--- src/rtl/alu_shift_issue_if.sv ---
`default_nettype none
// ============================================================================
//  Module   : alu_shift_issue_if
//  Purpose  : Bundles the operand handshake, the shifter-facing signals and
//             the result handshake of the issue stage.
//  Modports : slave  - issue stage (accepts operands, drives shifter inputs,
//                      presents results)
//             master - environment (upstream producer, shifter, downstream
//                      consumer)
//  Signals  : in_valid/in_ready/in_a/in_b      operand handshake
//             shf_a/shf_b/shf_out              shifter connection
//             out_valid/out_ready/out_data/
//             out_z/out_n/out_c                result handshake and flags
//  Revision : 1.0  initial release
// ============================================================================
interface alu_shift_issue_if #(
    parameter int NBITS = 4
);
    logic             in_valid;
    logic             in_ready;
    logic [NBITS-1:0] in_a;
    logic [NBITS-1:0] in_b;
    logic [NBITS-1:0] shf_a;
    logic [NBITS-1:0] shf_b;
    logic [NBITS-1:0] shf_out;
    logic             out_valid;
    logic             out_ready;
    logic [NBITS-1:0] out_data;
    logic             out_z;
    logic             out_n;
    logic             out_c;

    modport slave (
        input  in_valid, in_a, in_b, shf_out, out_ready,
        output in_ready, shf_a, shf_b, out_valid, out_data, out_z, out_n, out_c
    );

    modport master (
        output in_valid, in_a, in_b, shf_out, out_ready,
        input  in_ready, shf_a, shf_b, out_valid, out_data, out_z, out_n, out_c
    );
endinterface
`default_nettype wire

--- src/rtl/alu_shift_issue.sv ---
`default_nettype none
// ============================================================================
//  Module   : alu_shift_issue
//  Purpose  : Pipelined, back-pressurable issue wrapper around a combinational
//             left-logical barrel shifter. Operands are registered onto the
//             shifter inputs; the result plus Z/N (optional C) flags is
//             captured into a 2-entry output buffer. Sustains 1 op/cycle.
//  Ports    : clk    - clock, rising edge
//             rst_n  - asynchronous active-low reset
//             bus    - alu_shift_issue_if.slave (operand handshake, shifter
//                      inputs/result, result handshake with flags)
//  Options  : SHIFT_CARRY_EN - when defined, the last bit shifted out is
//             stored per buffer entry and presented on out_c; otherwise
//             out_c is tied low.
//  Revision : 1.0  initial release
// ============================================================================
module alu_shift_issue #(
    parameter int NBITS = 4
) (
    input  wire logic         clk,
    input  wire logic         rst_n,
    alu_shift_issue_if.slave  bus
);

    // State summarises {op_v, count}; S_STALL means an operand is held and
    // the buffer is full, so it can only move if the head is popped.
    typedef enum logic [1:0] {
        S_IDLE  = 2'd0,
        S_RUN   = 2'd1,
        S_STALL = 2'd2
    } state_t;

    state_t           r_state;
    state_t           w_state_nxt;

    logic             r_op_v;
    logic [NBITS-1:0] r_shf_a;
    logic [NBITS-1:0] r_shf_b;
    logic [1:0]       r_count;
    logic             r_wr_ptr;
    logic             r_rd_ptr;
    logic [NBITS-1:0] r_buf_data [2];
    logic [1:0]       r_buf_z;
    logic [1:0]       r_buf_n;

    logic             w_pop;
    logic             w_xfer;
    logic             w_in_ready;
    logic             w_accept;
    logic             w_op_v_nxt;
    logic [1:0]       w_count_nxt;
    logic             w_z;
    logic             w_n;

    assign w_pop      = (r_count != 2'd0) & bus.out_ready;
    // Outside S_STALL a held operand always has a free slot.
    assign w_xfer     = r_op_v & ((r_state != S_STALL) | w_pop);
    assign w_in_ready = ~r_op_v | w_xfer;
    assign w_accept   = bus.in_valid & w_in_ready;

    assign w_z = (bus.shf_out == '0);
    assign w_n = bus.shf_out[NBITS-1];

    always_comb begin
        w_op_v_nxt  = r_op_v;
        w_count_nxt = r_count;
        w_state_nxt = S_RUN;
        if (w_accept) begin
            w_op_v_nxt = 1'b1;
        end else if (w_xfer) begin
            w_op_v_nxt = 1'b0;
        end
        case ({w_xfer, w_pop})
            2'b10:   w_count_nxt = r_count + 2'd1;
            2'b01:   w_count_nxt = r_count - 2'd1;
            default: w_count_nxt = r_count;
        endcase
        if (!w_op_v_nxt && (w_count_nxt == 2'd0)) begin
            w_state_nxt = S_IDLE;
        end else if (w_op_v_nxt && (w_count_nxt == 2'd2)) begin
            w_state_nxt = S_STALL;
        end
    end

    always_ff @(posedge clk or negedge rst_n) begin
        if (!rst_n) begin
            r_state  <= S_IDLE;
            r_op_v   <= 1'b0;
            r_shf_a  <= '0;
            r_shf_b  <= '0;
            r_count  <= 2'd0;
            r_wr_ptr <= 1'b0;
            r_rd_ptr <= 1'b0;
            r_buf_z  <= 2'b00;
            r_buf_n  <= 2'b00;
            for (int i = 0; i < 2; i++) begin
                r_buf_data[i] <= '0;
            end
        end else begin
            r_state <= w_state_nxt;
            r_op_v  <= w_op_v_nxt;
            r_count <= w_count_nxt;
            if (w_accept) begin
                r_shf_a <= bus.in_a;
                r_shf_b <= bus.in_b;
            end
            if (w_xfer) begin
                r_buf_data[r_wr_ptr] <= bus.shf_out;
                r_buf_z[r_wr_ptr]    <= w_z;
                r_buf_n[r_wr_ptr]    <= w_n;
                r_wr_ptr             <= ~r_wr_ptr;
            end
            if (w_pop) begin
                r_rd_ptr <= ~r_rd_ptr;
            end
        end
    end

`ifdef SHIFT_CARRY_EN
    logic [1:0] r_buf_c;
    logic       w_carry;

    // Last bit shifted out is A[NBITS-B] for 1 <= B <= NBITS; zero otherwise.
    always_comb begin
        w_carry = 1'b0;
        for (int i = 1; i <= NBITS; i++) begin
            if (int'(r_shf_b) == i) begin
                w_carry = r_shf_a[NBITS-i];
            end
        end
    end

    always_ff @(posedge clk or negedge rst_n) begin
        if (!rst_n) begin
            r_buf_c <= 2'b00;
        end else if (w_xfer) begin
            r_buf_c[r_wr_ptr] <= w_carry;
        end
    end

    assign bus.out_c = r_buf_c[r_rd_ptr];
`else
    assign bus.out_c = 1'b0;
`endif

    assign bus.in_ready  = w_in_ready;
    assign bus.shf_a     = r_shf_a;
    assign bus.shf_b     = r_shf_b;
    assign bus.out_valid = (r_count != 2'd0);
    assign bus.out_data  = r_buf_data[r_rd_ptr];
    assign bus.out_z     = r_buf_z[r_rd_ptr];
    assign bus.out_n     = r_buf_n[r_rd_ptr];

endmodule
`default_nettype wire

--- src/flat_wrapper.sv ---
// flat-port wrapper written by rule: the top's interface ports become plain ports
module alu_shift_issue_flat 
#(
    parameter int NBITS = 4
)
  (clk, rst_n, bus_in_valid, bus_in_a, bus_in_b, bus_shf_out, bus_out_ready, bus_in_ready, bus_shf_a, bus_shf_b, bus_out_valid, bus_out_data, bus_out_z, bus_out_n, bus_out_c);
  alu_shift_issue_if #(.NBITS(NBITS)) bus_i ();
  input  wire logic clk;
  input  wire logic rst_n;
  input wire logic [$bits(bus_i.in_valid)-1:0] bus_in_valid;
  input wire logic [$bits(bus_i.in_a)-1:0] bus_in_a;
  input wire logic [$bits(bus_i.in_b)-1:0] bus_in_b;
  input wire logic [$bits(bus_i.shf_out)-1:0] bus_shf_out;
  input wire logic [$bits(bus_i.out_ready)-1:0] bus_out_ready;
  output wire logic [$bits(bus_i.in_ready)-1:0] bus_in_ready;
  output wire logic [$bits(bus_i.shf_a)-1:0] bus_shf_a;
  output wire logic [$bits(bus_i.shf_b)-1:0] bus_shf_b;
  output wire logic [$bits(bus_i.out_valid)-1:0] bus_out_valid;
  output wire logic [$bits(bus_i.out_data)-1:0] bus_out_data;
  output wire logic [$bits(bus_i.out_z)-1:0] bus_out_z;
  output wire logic [$bits(bus_i.out_n)-1:0] bus_out_n;
  output wire logic [$bits(bus_i.out_c)-1:0] bus_out_c;
  assign bus_i.in_valid = bus_in_valid;
  assign bus_i.in_a = bus_in_a;
  assign bus_i.in_b = bus_in_b;
  assign bus_i.shf_out = bus_shf_out;
  assign bus_i.out_ready = bus_out_ready;
  assign bus_in_ready = bus_i.in_ready;
  assign bus_shf_a = bus_i.shf_a;
  assign bus_shf_b = bus_i.shf_b;
  assign bus_out_valid = bus_i.out_valid;
  assign bus_out_data = bus_i.out_data;
  assign bus_out_z = bus_i.out_z;
  assign bus_out_n = bus_i.out_n;
  assign bus_out_c = bus_i.out_c;
  alu_shift_issue #(.NBITS(NBITS)) u_core (.clk(clk), .rst_n(rst_n), .bus(bus_i));
endmodule
--- config.mk ---
export PLATFORM = sky130hd
export DESIGN_NAME = alu_shift_issue_flat
export DESIGN_NICKNAME = d
export VERILOG_FILES = /design/src/rtl/alu_shift_issue_if.sv /design/src/rtl/alu_shift_issue.sv /design/src/flat_wrapper.sv
export SDC_FILE = /design/constraint.sdc
export NUM_CORES = 1
export LEC_CHECK = 0
export CAP_MARGIN = 20
export CORE_UTILIZATION = 30
export DETAILED_ROUTE_END_ITERATION = 10
export SYNTH_ARGS = -nofsm -noshare
export SYNTH_HDL_FRONTEND = slang
export SYNTH_SLANG_ARGS = --single-unit
--- constraint.sdc ---
create_clock -name clk -period 1.4 [get_ports clk]
set_input_delay 0.28 -clock clk [delete_from_list [all_inputs] [get_ports clk]]
set_output_delay 0.28 -clock clk [all_outputs]
set_load 0.005 [all_outputs]
==> flow_metrics.env, run 1 <==
export IMPL_synth_seq_area_share=0.488
export IMPL_slew_viol_final=0
export IMPL_finalPower_mw=3.37
export IMPL_clockRootBuffer="clkbuf_8"
export IMPL_status="complete, but fails checks"
export IMPL_die_area_um2=4540
export IMPL_synth_area_leaders="dfrtp_1, mux2_2, mux2_4"
export IMPL_core_um2=4060
export IMPL_ff_latch_area_um2=629
export IMPL_grt_ovfl_total=0
export IMPL_ctsLongestPathBuffers=2
export IMPL_drc=0
export IMPL_synth_seq_cells=25
export IMPL_fp_dieH_um=67.4
export IMPL_finalSetupViolCount=27
export IMPL_drive_above_1_share=0.525
export IMPL_synth_area_per_cell_um2=12.6
export IMPL_cts_tree="done"
export IMPL_fin_skew_ns=0.00137
export IMPL_cts_sinks=25
export IMPL_gp_congestion=0.731
export IMPL_ir_worst_vdd_mv=0.603
export IMPL_cap_violations=0
export IMPL_first_pass_iters=3
export IMPL_setup_ws_ns=-0.166
export IMPL_grt_pass1_vias=969
export IMPL_hold_viol=0
export IMPL_cellPowerDensity_nw_per_um2=1640
export IMPL_ant_nets=0
export IMPL_p_int_mw=2.38
export IMPL_num_antenna_cells=0
export IMPL_wl_per_cell_um=14.2
export IMPL_synthesis_nets=118
export IMPL_synth_area_um2=1280
export IMPL_period_minus_slack_ns=1.57
export IMPL_async_flop_share=1.00
export IMPL_fillCellCount=358
export IMPL_yosys_most_used_dff="dfrtp_1"
export IMPL_end_kind="output port"
export IMPL_synth_top_cell_area_share=0.488
export IMPL_htreeDepth=1
export IMPL_ioPinCount=33
export IMPL_ctsHoldBuffers=0
export IMPL_violations="setup timing"
export IMPL_worstSetupPathType="flop to output port"
export IMPL_period_share=1.12
export IMPL_multi_input_area_um2=734
export IMPL_cp_arrival_ns=1.29
export IMPL_grtUsageTotal=0.134
export IMPL_yosys_area_top_type="dfrtp_1"
export IMPL_pwr_share_comb=0.535
export IMPL_synth_warning_count=0
export IMPL_hold_class="input port to asynchronous set/reset pin"
export IMPL_cp_max_fo=5
export IMPL_syn_inst=102
export IMPL_pwr_share_clk=0.126
export IMPL_antenna_found_initial=0
export IMPL_power_share_switching=0.294
export IMPL_clk_pin_slew_ns=0.08
export IMPL_utilization=0.507
export IMPL_worstPathRequired_ns=1.12
export IMPL_rsz0062_at_grt="true"
export IMPL_grt_max_degree=26
export IMPL_max_freq_mhz=639
export IMPL_pwr_share_seq=0.339
export IMPL_vias=964
export IMPL_startpoint_type="flop"
export IMPL_port_buffers=31
export IMPL_yosysMostFrequentCell="dfrtp_1"
export IMPL_nNetsFinal=175
export IMPL_insertion_delay_ns=0.26
export IMPL_p_leak_nw=0.962
export IMPL_vias_per_cell=4.63
export IMPL_die_w_um=67.4
export IMPL_synth_edf_count=0
export IMPL_start_util=0.316
export IMPL_synth_common_cells="dfrtp_1, mux2_2, mux2_4"
export IMPL_drt_iter0_drc=25
export IMPL_grt_pass1_wl_um=4460
export IMPL_cts_buffers=3
export IMPL_p_sw_mw=0.990
export IMPL_post_synth_num_cell_types=38
export IMPL_dp_hpwl_um=1920
export IMPL_std_cell_rows=23
export IMPL_area_growth_pct=60.4
export IMPL_drt_wl_total_um=2940
-- registers in the layout, indices dropped and copies added (netlist names), 2 cells and up --
signal,count
u_core.bus.shf_a,4
u_core.bus.shf_b,4
u_core.r_buf_data,6
u_core.r_buf_n,2
u_core.r_buf_z,2
u_core.r_count,2
u_core.r_state,2
-- cells by family (layout without fill, tap and decap cells) --
kind of cell / Yosys count / after routing / synth area share
other: 1 / 1 / 0.00293
flip-flops: 25 / 25 / 0.488
buffers and inverters: 11 / 67 / 0.0469
AND/OR/NAND/NOR: 26 / 26 / 0.116
multiplexers: 24 / 24 / 0.243
AO/OA/AOI/OAI: 12 / 12 / 0.0820
XOR/XNOR: 3 / 3 / 0.0205
-- placed cells by master, fill, tap and decap left out, drive strengths merged, types with 3 or more instances in the layout --
master | Yosys | routed
clkdlybuf4s50 | 0 | 14
dfrtp | 25 | 25
nand2 | 4 | 4
clkbuf | 3 | 5
nand2b | 3 | 3
buf | 6 | 37
mux2 | 23 | 23
nand3 | 3 | 3
nor2b | 3 | 3
dlygate4sd2 | 0 | 9
-- stage by stage --
stage	setup TNS, ns	worst slack [ns]	area [µm²]	cells	hold slack (ns)
6_report	-2.17	-0.166	2060	208	0.372
5_1_grt	-3.37	-0.218	2060	208	0.400
4_1_cts	-1.58	-0.172	1930	203	0.369
3_5_place_dp	-9.40	-0.454	1730	190	0.476
3_3_place_gp	-8.90	-0.451	1730	190	0.473
2_1_floorplan	0	0.00381	1290	102	-0.0156
-- metal layers --
metal / share of wire / GRT usage / vias to the layer above / wire length [µm]
met4: 0.0051 / 0.0319 / 0 / 15
met1: 0.44 / 0.159 / 479 / 1300
met5: 0 / 0 / - / 0
met3: 0.040 / 0.0321 / 2 / 118
li1: - / - / 465 / -
met2: 0.51 / 0.240 / 18 / 1510
-- final timing paths --
| check | from | slack [ns] | to | cells past startpoint |
|---|---|---|---|---|
| min in group clk | u_core.r_wr_ptr$_DFFE_PN0P_ | 0.49 | u_core.r_wr_ptr$_DFFE_PN0P_ | 1 |
| max in group asynchronous | rst_n | 0.77 | u_core.r_rd_ptr$_DFFE_PN0N_ | 2 |
| min reg2reg | u_core.r_wr_ptr$_DFFE_PN0P_ | 0.49 | u_core.r_wr_ptr$_DFFE_PN0P_ | 1 |
| max reg2reg | u_core.r_count[1]$_DFF_PN0_ | -0.16 | u_core.bus.shf_a[1]$_DFFE_PN0P_ | 5 |
| max | u_core.r_rd_ptr$_DFFE_PN0N_ | -0.17 | bus_out_data[2] | 3 |
| min | rst_n | 0.37 | u_core.r_buf_data[1]$_DFFE_PN0P_ | 2 |
-- cell type report --
cell class                 instances  area share
clock buffer                       4      0.0219
inverter                           2     0.00365
multi-input combinational         66       0.357
sequential                        25       0.306
tap                               50      0.0304
timing repair buffer              61       0.281
-- critical path, stage by stage, from the launching register on --
cell	delay, ns
dfrtp_2	0.47
buf_6	0.14
mux2_4	0.29
buf_6	0.11
-- power by group through the flow --
stage	combinational (mW)	clock, mW	sequential [mW]
floorplan	0.727	0	1.08
global placement	1.26	0	1.12
detailed placement	1.29	0	1.13
CTS	1.59	0.444	1.13
global route	1.95	0.484	1.18
finish	1.81	0.423	1.14
-- what timing repair did --
action                                  in CTS  in global routing
gates resized for setup                     69                 25
setup buffers                                9                  8
pin swaps                                    4                  6
cloned                                       0                  0
endpoints found under the setup margin      37                 29
No activity file was read; power rests on OpenSTA's default activity.
==> run 2, diff against run 1 <==
- CORE_UTILIZATION: 30 -> 43
- PLACE_DENSITY: unset -> 0.75
==> flow_metrics.env, run 2 (synthesis gave the netlist of run 1 again) <==
export IMPL_status="complete, but fails checks"
export IMPL_violations="setup timing"
export IMPL_area_growth_pct=57.1
export IMPL_num_antenna_cells=0
export IMPL_cellPowerDensity_nw_per_um2=1660
export IMPL_grt_pass1_vias=1042
export IMPL_fillCellCount=186
export IMPL_grt_max_degree=26
export IMPL_tightest_slew_ns=0.503
export IMPL_rsz0062_at_grt="true"
export IMPL_finalSetupViolCount=27
export IMPL_hold_class="input port to asynchronous set/reset pin"
export IMPL_grt_ovfl_total=0
export IMPL_met2_usage=0.373
export IMPL_insertion_delay_ns=0.31
export IMPL_mostFrequentLayoutCells="mux2_4, dfrtp_1, buf_6, buf_4, clkdlybuf4s50_1"
export IMPL_max_freq_mhz=616
export IMPL_nNetsFinal=175
export IMPL_grt_pass1_wl_um=5020
export IMPL_start_util=0.461
export IMPL_max_slew_margin_rel=0.661
export IMPL_gp_congestion=0.747
export IMPL_cts_tree="done"
export IMPL_drt_wl_total_um=3070
export IMPL_core_um2=2780
export IMPL_vias_per_cell=5.16
export IMPL_wl_per_cell_um=16.2
export IMPL_dp_hpwl_um=2050
export IMPL_ctsHoldBuffers=0
export IMPL_slew_viol_final=0
export IMPL_grtUsageMet3=0.0230
export IMPL_htreeDepth=1
export IMPL_cap_violations=0
export IMPL_busiest_layer="met2"
export IMPL_utilization=0.724
export IMPL_drc=0
export IMPL_die_w_um=56.6
export IMPL_period_share=1.16
export IMPL_std_cell_rows=19
export IMPL_grtUsageTotal=0.208
export IMPL_ctsLongestPathBuffers=2
export IMPL_hold_viol=0
export IMPL_cp_max_fo=4
export IMPL_cts_sinks=25
export IMPL_regMostFlops="u_core.r_buf_data"
export IMPL_finalPower_mw=3.34
export IMPL_fp_dieH_um=56.6
export IMPL_vias=975
export IMPL_ir_worst_vdd_mv=1.20
export IMPL_ioPinCount=33
export IMPL_fin_skew_ns=0.00543
export IMPL_cts_buffers=3
export IMPL_clockRootBuffer="clkbuf_4"
export IMPL_largest_register_ffs=6
export IMPL_first_pass_iters=4
export IMPL_startpoint_type="flop"
export IMPL_period_minus_slack_ns=1.62
export IMPL_die_area_um2=3200
export IMPL_met1_usage=0.256
export IMPL_worstSetupPathType="flop to output port"
export IMPL_port_buffers=31
export IMPL_cp_arrival_ns=1.34
export IMPL_dp_slack_ns=-0.448
export IMPL_worstPathRequired_ns=1.12
export IMPL_end_kind="output port"
export IMPL_drive_above_1_share=0.525
export IMPL_antenna_found_initial=0
export IMPL_drt_iter0_drc=9
export IMPL_setup_ws_ns=-0.224
export IMPL_clk_pin_slew_ns=0.14
export IMPL_p_leak_nw=0.953
export IMPL_finalSetupTns_ns=-2.84
export IMPL_ant_nets=0
## run 2: worst paths after layout
path / from / endpoint / slack, ns / cells after the start
worst max-delay path: u_core.r_rd_ptr$_DFFE_PN0N_ / bus_out_n / -0.22 / 3
worst min register to register: u_core.r_wr_ptr$_DFFE_PN0P_ / u_core.r_wr_ptr$_DFFE_PN0P_ / 0.49 / 1
max in group asynchronous: rst_n / u_core.r_rd_ptr$_DFFE_PN0N_ / 0.82 / 2
worst min-delay path: rst_n / u_core.r_wr_ptr$_DFFE_PN0P_ / 0.32 / 2
worst max register to register: u_core.r_count[1]$_DFF_PN0_ / u_core.r_buf_data[6]$_DFFE_PN0P_ / -0.09 / 6
min in group clk: bus_out_ready / u_core.r_op_v$_DFF_PN0_ / 0.49 / 4
## run 2: metal layers
layer | share of wire | wire, µm | up-vias
li1 | - | - | 469
met1 | 0.41 | 1270 | 488
met2 | 0.55 | 1700 | 16
met3 | 0.023 | 72 | 2
met4 | 0.0088 | 27 | 0
met5 | 0 | 0 | -
## run 2: timing repair
item | CTS | global route
endpoints found under the hold margin | 0 | 0
gates resized for setup | 84 | 8
pin swaps | 5 | 1
buffers inserted | 13 | 1
setup endpoints to repair | 36 | 30
## run 2: metrics by stage
step	std cells	instance area (µm²)	hold WS, ns
after floorplan	102	1290	-0.0156
after global placement	171	1720	0.472
after detailed placement	171	1720	0.470
after CTS	188	1970	0.312
after global routing	189	2010	0.332
final	189	2010	0.324
## run 2: worst max-delay path: stages (launching register included)
cell,delay (ns)
dfrtp_2,0.48
buf_6,0.14
mux2_4,0.29
buf_2,0.13
## run 2: cell type report
| type | instances | area (µm²) | area share |
|---|---|---|---|
| Multi-Input combinational cell | 66 | 732 | 0.364 |
| Sequential cell | 25 | 628 | 0.312 |
| Timing Repair Buffer | 61 | 577 | 0.287 |
| Tap cell | 31 | 38.8 | 0.0193 |
| Clock buffer | 3 | 22.5 | 0.0112 |
| Clock inverter | 1 | 7.51 | 0.00373 |
| Inverter | 2 | 7.51 | 0.00373 |
## run 2: where the power goes
| part | total (mW) | leakage [nW] | switching [mW] | internal (mW) |
|---|---|---|---|---|
| sequential | 1.15 | 0.296 | 0.198 | 0.955 |
| combinational | 1.87 | 0.644 | 0.602 | 1.27 |
| clock | 0.321 | 0.0139 | 0.212 | 0.109 |
| total | 3.34 | 0.953 | 1.01 | 2.33 |
==> run 3, diff against run 2 <==
- clock period: 1.4 -> 1.49 ns (I/O delays scaled with it)
==> flow_metrics.env, run 3 (synthesis gave the netlist of run 1 again) <==
export IMPL_nNetsFinal=173
export IMPL_power_share_switching=0.306
export IMPL_vias=967
export IMPL_status="complete, but fails checks"
export IMPL_die_area_um2=3200
export IMPL_setup_ws_ns=-0.136
export IMPL_grt_ovfl_total=0
export IMPL_cellPowerDensity_nw_per_um2=1500
export IMPL_dp_slack_ns=-0.343
export IMPL_slew_viol_final=0
export IMPL_num_antenna_cells=0
export IMPL_drc=0
export IMPL_max_freq_mhz=615
export IMPL_pwr_share_clk=0.102
export IMPL_ir_worst_vdd_mv=1.02
export IMPL_ant_nets=0
export IMPL_pwr_share_seq=0.363
export IMPL_ioPinCount=33
export IMPL_antenna_found_initial=0
export IMPL_hold_class="input port to asynchronous set/reset pin"
export IMPL_grt_pass1_wl_um=4620
export IMPL_finalSetupViolCount=26
export IMPL_die_w_um=56.6
export IMPL_mostFrequentLayoutCell="dfrtp_1"
export IMPL_cp_cell_sequence="buf_6 > mux2_4 > buf_6"
export IMPL_cap_violations=0
export IMPL_finalSetupTns_ns=-1.25
export IMPL_largest_register_ffs=6
export IMPL_fin_skew_ns=0.00796
export IMPL_slowest_stage="dfrtp_2"
export IMPL_p_sw_mw=0.897
export IMPL_grt_pass1_vias=988
export IMPL_finalPower_mw=2.93
export IMPL_htreeDepth=1
export IMPL_mostFrequentLayoutCells="dfrtp_1, mux2_4, buf_4, clkdlybuf4s50_1, buf_6"
export IMPL_ctsHoldBuffers=0
export IMPL_startpoint_type="flop"
export IMPL_wl_per_cell_um=16.0
export IMPL_rsz0062_at_grt="true"
export IMPL_drive_above_1_share=0.494
export IMPL_period_minus_slack_ns=1.63
export IMPL_grt_max_degree=26
export IMPL_regMostFlops="u_core.r_buf_data"
export IMPL_pwr_share_comb=0.535
export IMPL_insertion_delay_ns=0.32
export IMPL_cp_arrival_ns=1.33
export IMPL_std_cell_rows=19
export IMPL_worstSetupPathType="flop to output port"
export IMPL_gp_congestion=0.858
export IMPL_period_share=1.09
export IMPL_worstPathRequired_ns=1.19
export IMPL_cp_max_fo=4
export IMPL_hold_viol=0
export IMPL_placed_area_um2=1680
export IMPL_cts_sinks=25
export IMPL_end_kind="output port"
export IMPL_fp_dieH_um=56.6
export IMPL_cts_tree="done"
export IMPL_ctsLongestPathBuffers=2
export IMPL_violations="setup timing"
export IMPL_start_util=0.461
export IMPL_drt_iter0_drc=9
export IMPL_port_buffers=31
export IMPL_p_int_mw=2.04
export IMPL_clockRootBuffer="clkbuf_4"
export IMPL_vias_per_cell=5.17
export IMPL_area_growth_pct=52.4
export IMPL_p_leak_nw=0.936
export IMPL_cpMostUsedCell="buf_6"
export IMPL_rrSetupSlack_ns=-0.06
export IMPL_first_pass_iters=4
export IMPL_clk_pin_slew_ns=0.14
export IMPL_cts_buffers=3
export IMPL_drt_wl_total_um=2990
export IMPL_core_um2=2780
export IMPL_dp_hpwl_um=1870
export IMPL_grtUsageTotal=0.189
export IMPL_finalInstanceArea_um2=1950
export IMPL_critPathMaxStageDelay_ns=0.47
-- run 3: per-stage QoR --
stage	instances	util	hold slack, ns
after floorplan	102	-	0.00241
after global placement	169	0.605	0.474
after detailed placement	169	0.605	0.474
after CTS	187	0.658	0.336
after global routing	187	0.702	0.339
final	187	0.702	0.331
-- run 3: path summary, 6_finish.rpt --
kind                       cells after the start                            end                        start
max                                            3                bus_out_data[1]  u_core.r_rd_ptr$_DFFE_PN0N_
min                                            2  u_core.r_buf_n[0]$_DFFE_PN0P_                        rst_n
max reg2reg                                    5    u_core.r_count[0]$_DFF_PN0_  u_core.r_state[1]$_DFF_PN0_
min reg2reg                                    1    u_core.r_wr_ptr$_DFFE_PN0P_  u_core.r_wr_ptr$_DFFE_PN0P_
max in group asynchronous                      2    u_core.r_rd_ptr$_DFFE_PN0N_                        rst_n
min in group clk                               4        u_core.r_op_v$_DFF_PN0_                bus_out_ready
-- run 3: power by group through the flow --
stage,clock (mW),combinational [mW],sequential [mW]
after floorplan,0,0.679,1.00
after global placement,0,1.14,1.05
after global routing,0.342,1.68,1.09
final,0.298,1.57,1.07
after detailed placement,0,1.17,1.06
after CTS,0.306,1.32,1.04
-- run 3: area by class of cell --
type | instances | area (µm²)
clock inverter | 1 | 5.00
multi-input combinational | 66 | 709
inverter | 2 | 7.51
timing repair buffer | 59 | 542
fill | 187 | 828
tap | 31 | 38.8
clock buffer | 3 | 22.5
sequential | 25 | 628
-- run 3: per-layer routing --
| layer | global-route usage | vias to the layer above | share of wire |
|---|---|---|---|
| met5 | 0 | - | 0 |
| met1 | 0.226 | 469 | 0.41 |
| met2 | 0.336 | 25 | 0.55 |
| li1 | - | 467 | - |
| met3 | 0.0300 | 6 | 0.029 |
| met4 | 0.0767 | 0 | 0.013 |
-- run 3: worst max-delay path: cells and delay by family (launching register included) --
kind / cells / cell delay, ns
muxes: 1 / 0.29
DFF: 1 / 0.47
buffers and inverters: 2 / 0.25
-- run 3: what timing repair did --
action / CTS / global route
pin swaps: 5 / 3
resized for setup: 55 / 28
setup buffers: 14 / 2
setup endpoints to repair: 24 / 30
